$ cat src/rtl/pe_arr_ctrl.sv
// Job sequencer for the PE array: loads one weight/bias set, streams IFM windows,
// tracks in-flight results with a tag pipeline and buffers them in a credit-limited FIFO.
module pe_arr_ctrl #(
  parameter int INPUT_IFM_WIDTH  = 8,
  parameter int INPUT_WGT_WIDTH  = 8,
  parameter int INPUT_BIAS_WIDTH = 8,
  parameter int OUTPUT_WIDTH     = 20,
  parameter int PE_ARR_SIZE      = 9,
  parameter int PE_LATENCY       = 5,
  parameter int FIFO_DEPTH       = 8
) (
  input  logic                                   clk,
  input  logic                                   rst,
  input  logic                                   start,
  input  logic [15:0]                            cfg_num_win,
  output logic                                   busy,
  output logic                                   done,
  input  logic                                   wgt_valid,
  output logic                                   wgt_ready,
  input  logic [PE_ARR_SIZE*INPUT_WGT_WIDTH-1:0] wgt_data,
  input  logic [INPUT_BIAS_WIDTH-1:0]            bias_data,
  input  logic                                   win_valid,
  output logic                                   win_ready,
  input  logic [PE_ARR_SIZE*INPUT_IFM_WIDTH-1:0] win_data,
  output logic [PE_ARR_SIZE*INPUT_IFM_WIDTH-1:0] pe_ifm,
  output logic [PE_ARR_SIZE*INPUT_WGT_WIDTH-1:0] pe_wgt,
  output logic [INPUT_BIAS_WIDTH-1:0]            pe_bias,
  input  logic [OUTPUT_WIDTH-1:0]                pe_ofm,
  output logic                                   ofm_valid,
  input  logic                                   ofm_ready,
  output logic [OUTPUT_WIDTH-1:0]                ofm_data,
  output logic                                   ofm_last
);

  localparam int IFM_W  = PE_ARR_SIZE * INPUT_IFM_WIDTH;
  localparam int WGT_W  = PE_ARR_SIZE * INPUT_WGT_WIDTH;
  localparam int STAGES = PE_LATENCY + 1;
  localparam int PTR_W  = (FIFO_DEPTH > 1) ? $clog2(FIFO_DEPTH) : 1;
  localparam int CNT_W  = $clog2(FIFO_DEPTH + 1);

  typedef enum logic [2:0] {S_IDLE, S_LOAD, S_RUN, S_DRAIN, S_DONE} state_e;

  typedef struct packed {
    logic                    last;
    logic [OUTPUT_WIDTH-1:0] data;
  } ofm_ent_t;

  state_e                  state_q, state_d;
  logic [15:0]             num_win_q, num_win_d;
  logic [15:0]             issue_cnt_q, issue_cnt_d;
  logic [STAGES:1]         vld_pipe_q, vld_pipe_d;
  logic [STAGES:1]         last_pipe_q, last_pipe_d;
  logic [CNT_W-1:0]        occ_q, occ_d;
  logic [CNT_W-1:0]        fifo_cnt_q, fifo_cnt_d;
  logic [PTR_W-1:0]        wr_ptr_q, wr_ptr_d;
  logic [PTR_W-1:0]        rd_ptr_q, rd_ptr_d;
  ofm_ent_t                mem_q [FIFO_DEPTH];
  ofm_ent_t                mem_d [FIFO_DEPTH];
  logic [IFM_W-1:0]        pe_ifm_q, pe_ifm_d;
  logic [WGT_W-1:0]        pe_wgt_q, pe_wgt_d;
  logic [INPUT_BIAS_WIDTH-1:0] pe_bias_q, pe_bias_d;

  logic                    win_hs, wgt_hs, push, pop, issue_last;
  logic [CNT_W-1:0]        occ_net;
  ofm_ent_t                head;

  function automatic logic [PTR_W-1:0] ptr_inc(input logic [PTR_W-1:0] p);
    return (p == PTR_W'(FIFO_DEPTH - 1)) ? '0 : p + PTR_W'(1);
  endfunction

  assign busy      = (state_q != S_IDLE);
  assign done      = (state_q == S_DONE);
  assign wgt_ready = (state_q == S_LOAD);

  // occ_q counts every result from issue until it is popped, so a pop this
  // cycle frees its slot for an issue in the same cycle.
  assign pop        = ofm_valid & ofm_ready;
  assign occ_net    = occ_q - CNT_W'(pop);
  assign win_ready  = (state_q == S_RUN) && (occ_net < CNT_W'(FIFO_DEPTH));
  assign win_hs     = win_valid & win_ready;
  assign wgt_hs     = wgt_valid & wgt_ready;
  assign push       = vld_pipe_q[STAGES];
  assign issue_last = (issue_cnt_q == num_win_q - 16'd1);

  assign head      = mem_q[rd_ptr_q];
  assign ofm_valid = (fifo_cnt_q != '0);
  assign ofm_data  = ofm_valid ? head.data : '0;
  assign ofm_last  = ofm_valid & head.last;

  assign pe_ifm  = pe_ifm_q;
  assign pe_wgt  = pe_wgt_q;
  assign pe_bias = pe_bias_q;

  always_comb begin
    state_d     = state_q;
    num_win_d   = num_win_q;
    issue_cnt_d = issue_cnt_q;
    pe_ifm_d    = pe_ifm_q;
    pe_wgt_d    = pe_wgt_q;
    pe_bias_d   = pe_bias_q;
    case (state_q)
      S_IDLE: begin
        if (start) begin
          num_win_d   = cfg_num_win;
          issue_cnt_d = '0;
          state_d     = (cfg_num_win == 16'd0) ? S_DONE : S_LOAD;
        end
      end
      S_LOAD: begin
        if (wgt_hs) begin
          pe_wgt_d  = wgt_data;
          pe_bias_d = bias_data;
          state_d   = S_RUN;
        end
      end
      S_RUN: begin
        if (win_hs) begin
          pe_ifm_d    = win_data;
          issue_cnt_d = issue_cnt_q + 16'd1;
          if (issue_last) state_d = S_DRAIN;
        end
      end
      S_DRAIN: begin
        if (occ_q == '0) state_d = S_DONE;
      end
      S_DONE:  state_d = S_IDLE;
      default: state_d = S_IDLE;
    endcase
  end

  // Tag pipeline: stage 1 is loaded on the issue handshake, the result is
  // captured from pe_ofm when the tag leaves the last stage.
  always_comb begin
    vld_pipe_d     = '0;
    last_pipe_d    = '0;
    vld_pipe_d[1]  = win_hs;
    last_pipe_d[1] = win_hs & issue_last;
    for (int k = 2; k <= STAGES; k++) begin
      vld_pipe_d[k]  = vld_pipe_q[k-1];
      last_pipe_d[k] = last_pipe_q[k-1];
    end
    occ_d      = occ_q + CNT_W'(win_hs) - CNT_W'(pop);
    fifo_cnt_d = fifo_cnt_q + CNT_W'(push) - CNT_W'(pop);
    wr_ptr_d   = wr_ptr_q;
    rd_ptr_d   = rd_ptr_q;
    mem_d      = mem_q;
    if (push) begin
      mem_d[wr_ptr_q] = '{last: last_pipe_q[STAGES], data: pe_ofm};
      wr_ptr_d        = ptr_inc(wr_ptr_q);
    end
    if (pop) rd_ptr_d = ptr_inc(rd_ptr_q);
  end

  always_ff @(posedge clk) begin
    if (rst) begin
      state_q     <= S_IDLE;
      num_win_q   <= '0;
      issue_cnt_q <= '0;
      vld_pipe_q  <= '0;
      last_pipe_q <= '0;
      occ_q       <= '0;
      fifo_cnt_q  <= '0;
      wr_ptr_q    <= '0;
      rd_ptr_q    <= '0;
      pe_ifm_q    <= '0;
      pe_wgt_q    <= '0;
      pe_bias_q   <= '0;
    end else begin
      state_q     <= state_d;
      num_win_q   <= num_win_d;
      issue_cnt_q <= issue_cnt_d;
      vld_pipe_q  <= vld_pipe_d;
      last_pipe_q <= last_pipe_d;
      occ_q       <= occ_d;
      fifo_cnt_q  <= fifo_cnt_d;
      wr_ptr_q    <= wr_ptr_d;
      rd_ptr_q    <= rd_ptr_d;
      pe_ifm_q    <= pe_ifm_d;
      pe_wgt_q    <= pe_wgt_d;
      pe_bias_q   <= pe_bias_d;
    end
  end

  // Storage needs no reset: the head is masked while the FIFO is empty.
  always_ff @(posedge clk) begin
    mem_q <= mem_d;
  end

endmodule

$ cat config.mk
export PLATFORM = sky130hd
export DESIGN_NAME = pe_arr_ctrl
export DESIGN_NICKNAME = d
export VERILOG_FILES = /design/src/rtl/pe_arr_ctrl.sv
export SDC_FILE = /design/constraint.sdc
export NUM_CORES = 1
export LEC_CHECK = 0
export CORE_MARGIN = 1
export CORE_UTILIZATION = 50
export DETAILED_ROUTE_END_ITERATION = 8
export HOLD_SLACK_MARGIN = 0.15
export MAX_ROUTING_LAYER = met4
export PLACE_DENSITY = 0.85
export SLEW_MARGIN = 20
export SYNTH_ARGS = -nofsm -noshare
export SYNTH_HDL_FRONTEND = slang
export SYNTH_SLANG_ARGS = --single-unit
$ cat constraint.sdc
create_clock -name clk -period 4.5 [get_ports clk]
set_input_delay 0.9 -clock clk [delete_from_list [all_inputs] [get_ports clk]]
set_output_delay 0.9 -clock clk [all_outputs]
set_load 0.02 [all_outputs]
==> run metrics <==
endpoints failing hold 0; combinational share of power 22.5%; Post-CTS Setup Inserts 0; post-synthesis instance area around 15000 sq um; ratio of cells with drive above 1 in the final layout 8.959%; total track usage between 20% and 30%; setup ws final ~0.9 ns; total congestion overflow 0; post-CTS sizing 0; clk sink count 381; Setup WS pre-CTS ~0.85 ns; Area Overhead vs Synth 37.32%; Reg power frac about two fifths; DRT antenna net count 0; Min Hold Slack between 0.4 and 0.5 ns; Post-Synthesis Cells 1332; post-synthesis sequential area ratio 62.54%; Worst Path Buf+Inv 2; Yosys reg bits 381; Top delay family on crit path buffers and inverters; Rows 62; final setup TNS 0 ns; Worst Path Max Fanout 2; switching pwr roughly 2.6 mW; Starting Density approximately half; max-slew violations 0; CP peak stage delay 0.60 ns; share of the synthesized area in the top cell type 33.89%; IO Pins about 370; Post-DP HPWL 29.64 mm; Crit. Startpoint ofm_ready; clock share of power ~37%; vias in the first global route roughly 12k; slew margin rel. 36.25%; via/cell ratio roughly 5.5; reg2reg start num_win_q[0]; DIE HEIGHT ~170 um; Final Critical Period ~3.6 ns; gpl congestion 0.9166; syn nets 1545; number of flops mapped to enable cells by yosys approximately 170; Clock Latency Late Sink 0.53 ns; ranking of synthesized cells by area edfxtp_1, dfxtp_1, nand2_1; CP most frequent cell clkdlybuf4s50_1; status finished, final reports clean; critical path capture point type output port; H-Tree Level Count 2; HP Start last_pipe_q[2]; Max rail drop VDD around 330 uV; Die Area approximately 30000 sq um; CTS buffer count 40; Avg Cell Area, Syn around 11 sq um; clk slew on worst S/H paths approximately 0.060 ns; PortBufs 371; Post-synth ARST share 0%; final period utilization between 80 and 90%; Final setup viols 0; drt total wl 44.11 mm; Critical-path top delay cell clkdlybuf4s50_1; CTS tree done; Leak 6.894 nW; Bufs on Longest Clock Path 3; vias 11.66k; Final nets approximately 1.9k; worst-margin pin slew between 0.9 and 1 ns; post-layout util 70.45%; antenna violations before repair 10; Critical Path RT 3.60 ns; hold_buf cts 0; CP Launch Type input pin; Main synth FF type dfxtp_1; PwrDens 465.2 nW/um^2; Synth cell types between 50 and 60; largest net degree at the start of global routing 116; maxcap violations 0; DRT iter0 DRCs around 740; Fmax 276.1 MHz; post-DR wirelength/cell 20.88 um; HP Class reg2reg; Crit Path Class in2out; Critical Path AT approximately 2.7 ns; DRC 0; cell-internal power roughly 7 mW; 1st-pass router iterations 5; Die W 174.5 um; core footprint 29010 sq um; switching part of the total between 20% and 30%; post-synth top area cell edfxtp_1; RSZ-0062 raised after global routing no; clock skew just over 0.008 ns; CP cell instances clkdlybuf4s50_1, and4bb_2, xnor2_1, and3_1, clkdlybuf4s50_1; root buf cell clkbuf_16; Warnings, synthesis 0; global-route wire length before repair roughly 66 mm
==> synth_stat cells (all sizes together), types with 3 or more instances <==
cell type and instances:
nand3 12, nor2b 16, nor4 8, nor3 12, ha 17, dfxtp 213, mux2 3, nor2 60
nand4 8, edfxtp 168, a2111oi 6, or4 4, inv 22, a211oi 10, mux4 42, o31ai 3
mux2i 26, buf 18, a21oi 182, xnor2 21, xor2 16, and2 4, nand3b 3, nand2b 5
nor3b 7, clkbuf 67, nand2 353
==> cell families after synthesis <==
logic type | Yosys count | synth area share [%]
and+or+nand+nor | 504 | 14.54
DFF | 381 | 62.54
AOI/OAI and AO/OA | 213 | 7.851
buffers and inverters | 107 | 2.833
muxes | 71 | 8.356
xor gates and xnor gates | 37 | 2.177
adders and majority gates | 19 | 1.698
==> worst paths after layout <==
path	endpoint	slack, ns	depth (start not counted)
worst max-delay path	win_ready	0.88	5
worst min-delay path	last_pipe_q[3]	0.44	1
worst max register to register	state_q[2]	1.55	8
worst min register to register	last_pipe_q[3]	0.44	1
==> cell usage in the layout, fill, tap and decap left out, drive strengths merged, types with 3 or more instances in the layout <==
| master | n |
|---|---|
| diode | 10 |
| mux2 | 3 |
| nand3b | 3 |
| nand3 | 12 |
| dfxtp | 213 |
| clkdlybuf4s50 | 370 |
| a21oi | 182 |
| a211oi | 10 |
| mux2i | 26 |
| nor3b | 7 |
| clkinv | 11 |
| a2111oi | 6 |
| xor2 | 16 |
| nor2 | 60 |
| ha | 17 |
| nand2b | 5 |
| buf | 29 |
| nor2b | 16 |
| nor4 | 8 |
| nor3 | 12 |
| inv | 22 |
| o31ai | 3 |
| mux4 | 42 |
| clkbuf | 55 |
| nand4 | 8 |
| xnor2 | 21 |
| and2 | 4 |
| bufinv | 6 |
| edfxtp | 168 |
| or4 | 4 |
| nand2 | 353 |
==> metrics by stage <==
stage | power (mW) | cells | instance area, sq um
after floorplan | 5.158 | 1332 | 14880
after global placement | 5.982 | 2030 | 18990
after detailed placement | 6.041 | 2030 | 18990
after CTS | 9.554 | 2103 | 20410
after global routing | 9.856 | 2113 | 20440
final | 9.508 | 2113 | 20440
==> layout make-up <==
class	count	area, sq um
clock inverter	18	266.5
multi-input combinational	844	5176
antenna	10	25.02
inverter	22	82.58
timing repair buffer	399	3938
sequential	381	9310
tap	384	480.5
fill	2002	8574
clock buffer	55	1160
==> power groups by stage <==
stage / Sequential (mW) / Clock [mW] / Combinational, mW
detailed placement: 3.92 / 0 / 2.12
floorplan: 3.98 / 0 / 1.18
finish: 3.85 / 3.52 / 2.14
global placement: 3.91 / 0 / 2.07
global route: 3.86 / 3.68 / 2.31
CTS: 3.85 / 3.56 / 2.15
==> sequential cells by signal, summed over array words and instances, names as in the netlist, 6 cells and up <==
register / count
issue_cnt_q: 16
last_pipe_q: 6
mem_q: 168
num_win_q: 16
pe_bias: 8
pe_ifm: 72
pe_wgt: 72
vld_pipe_q: 6
==> per-layer routing <==
| layer | share of wire (%) | vias to the layer above | global-route usage [%] |
|---|---|---|---|
| met5 | 0 | - | - |
| met4 | 4.5 | 0 | 12.54 |
| met3 | 8.8 | 122 | 9.208 |
| met2 | 49 | 451 | 48.46 |
| met1 | 38 | 5726 | 33.09 |
| li1 | - | 5360 | - |
No activity file was read; power rests on OpenSTA's default activity.
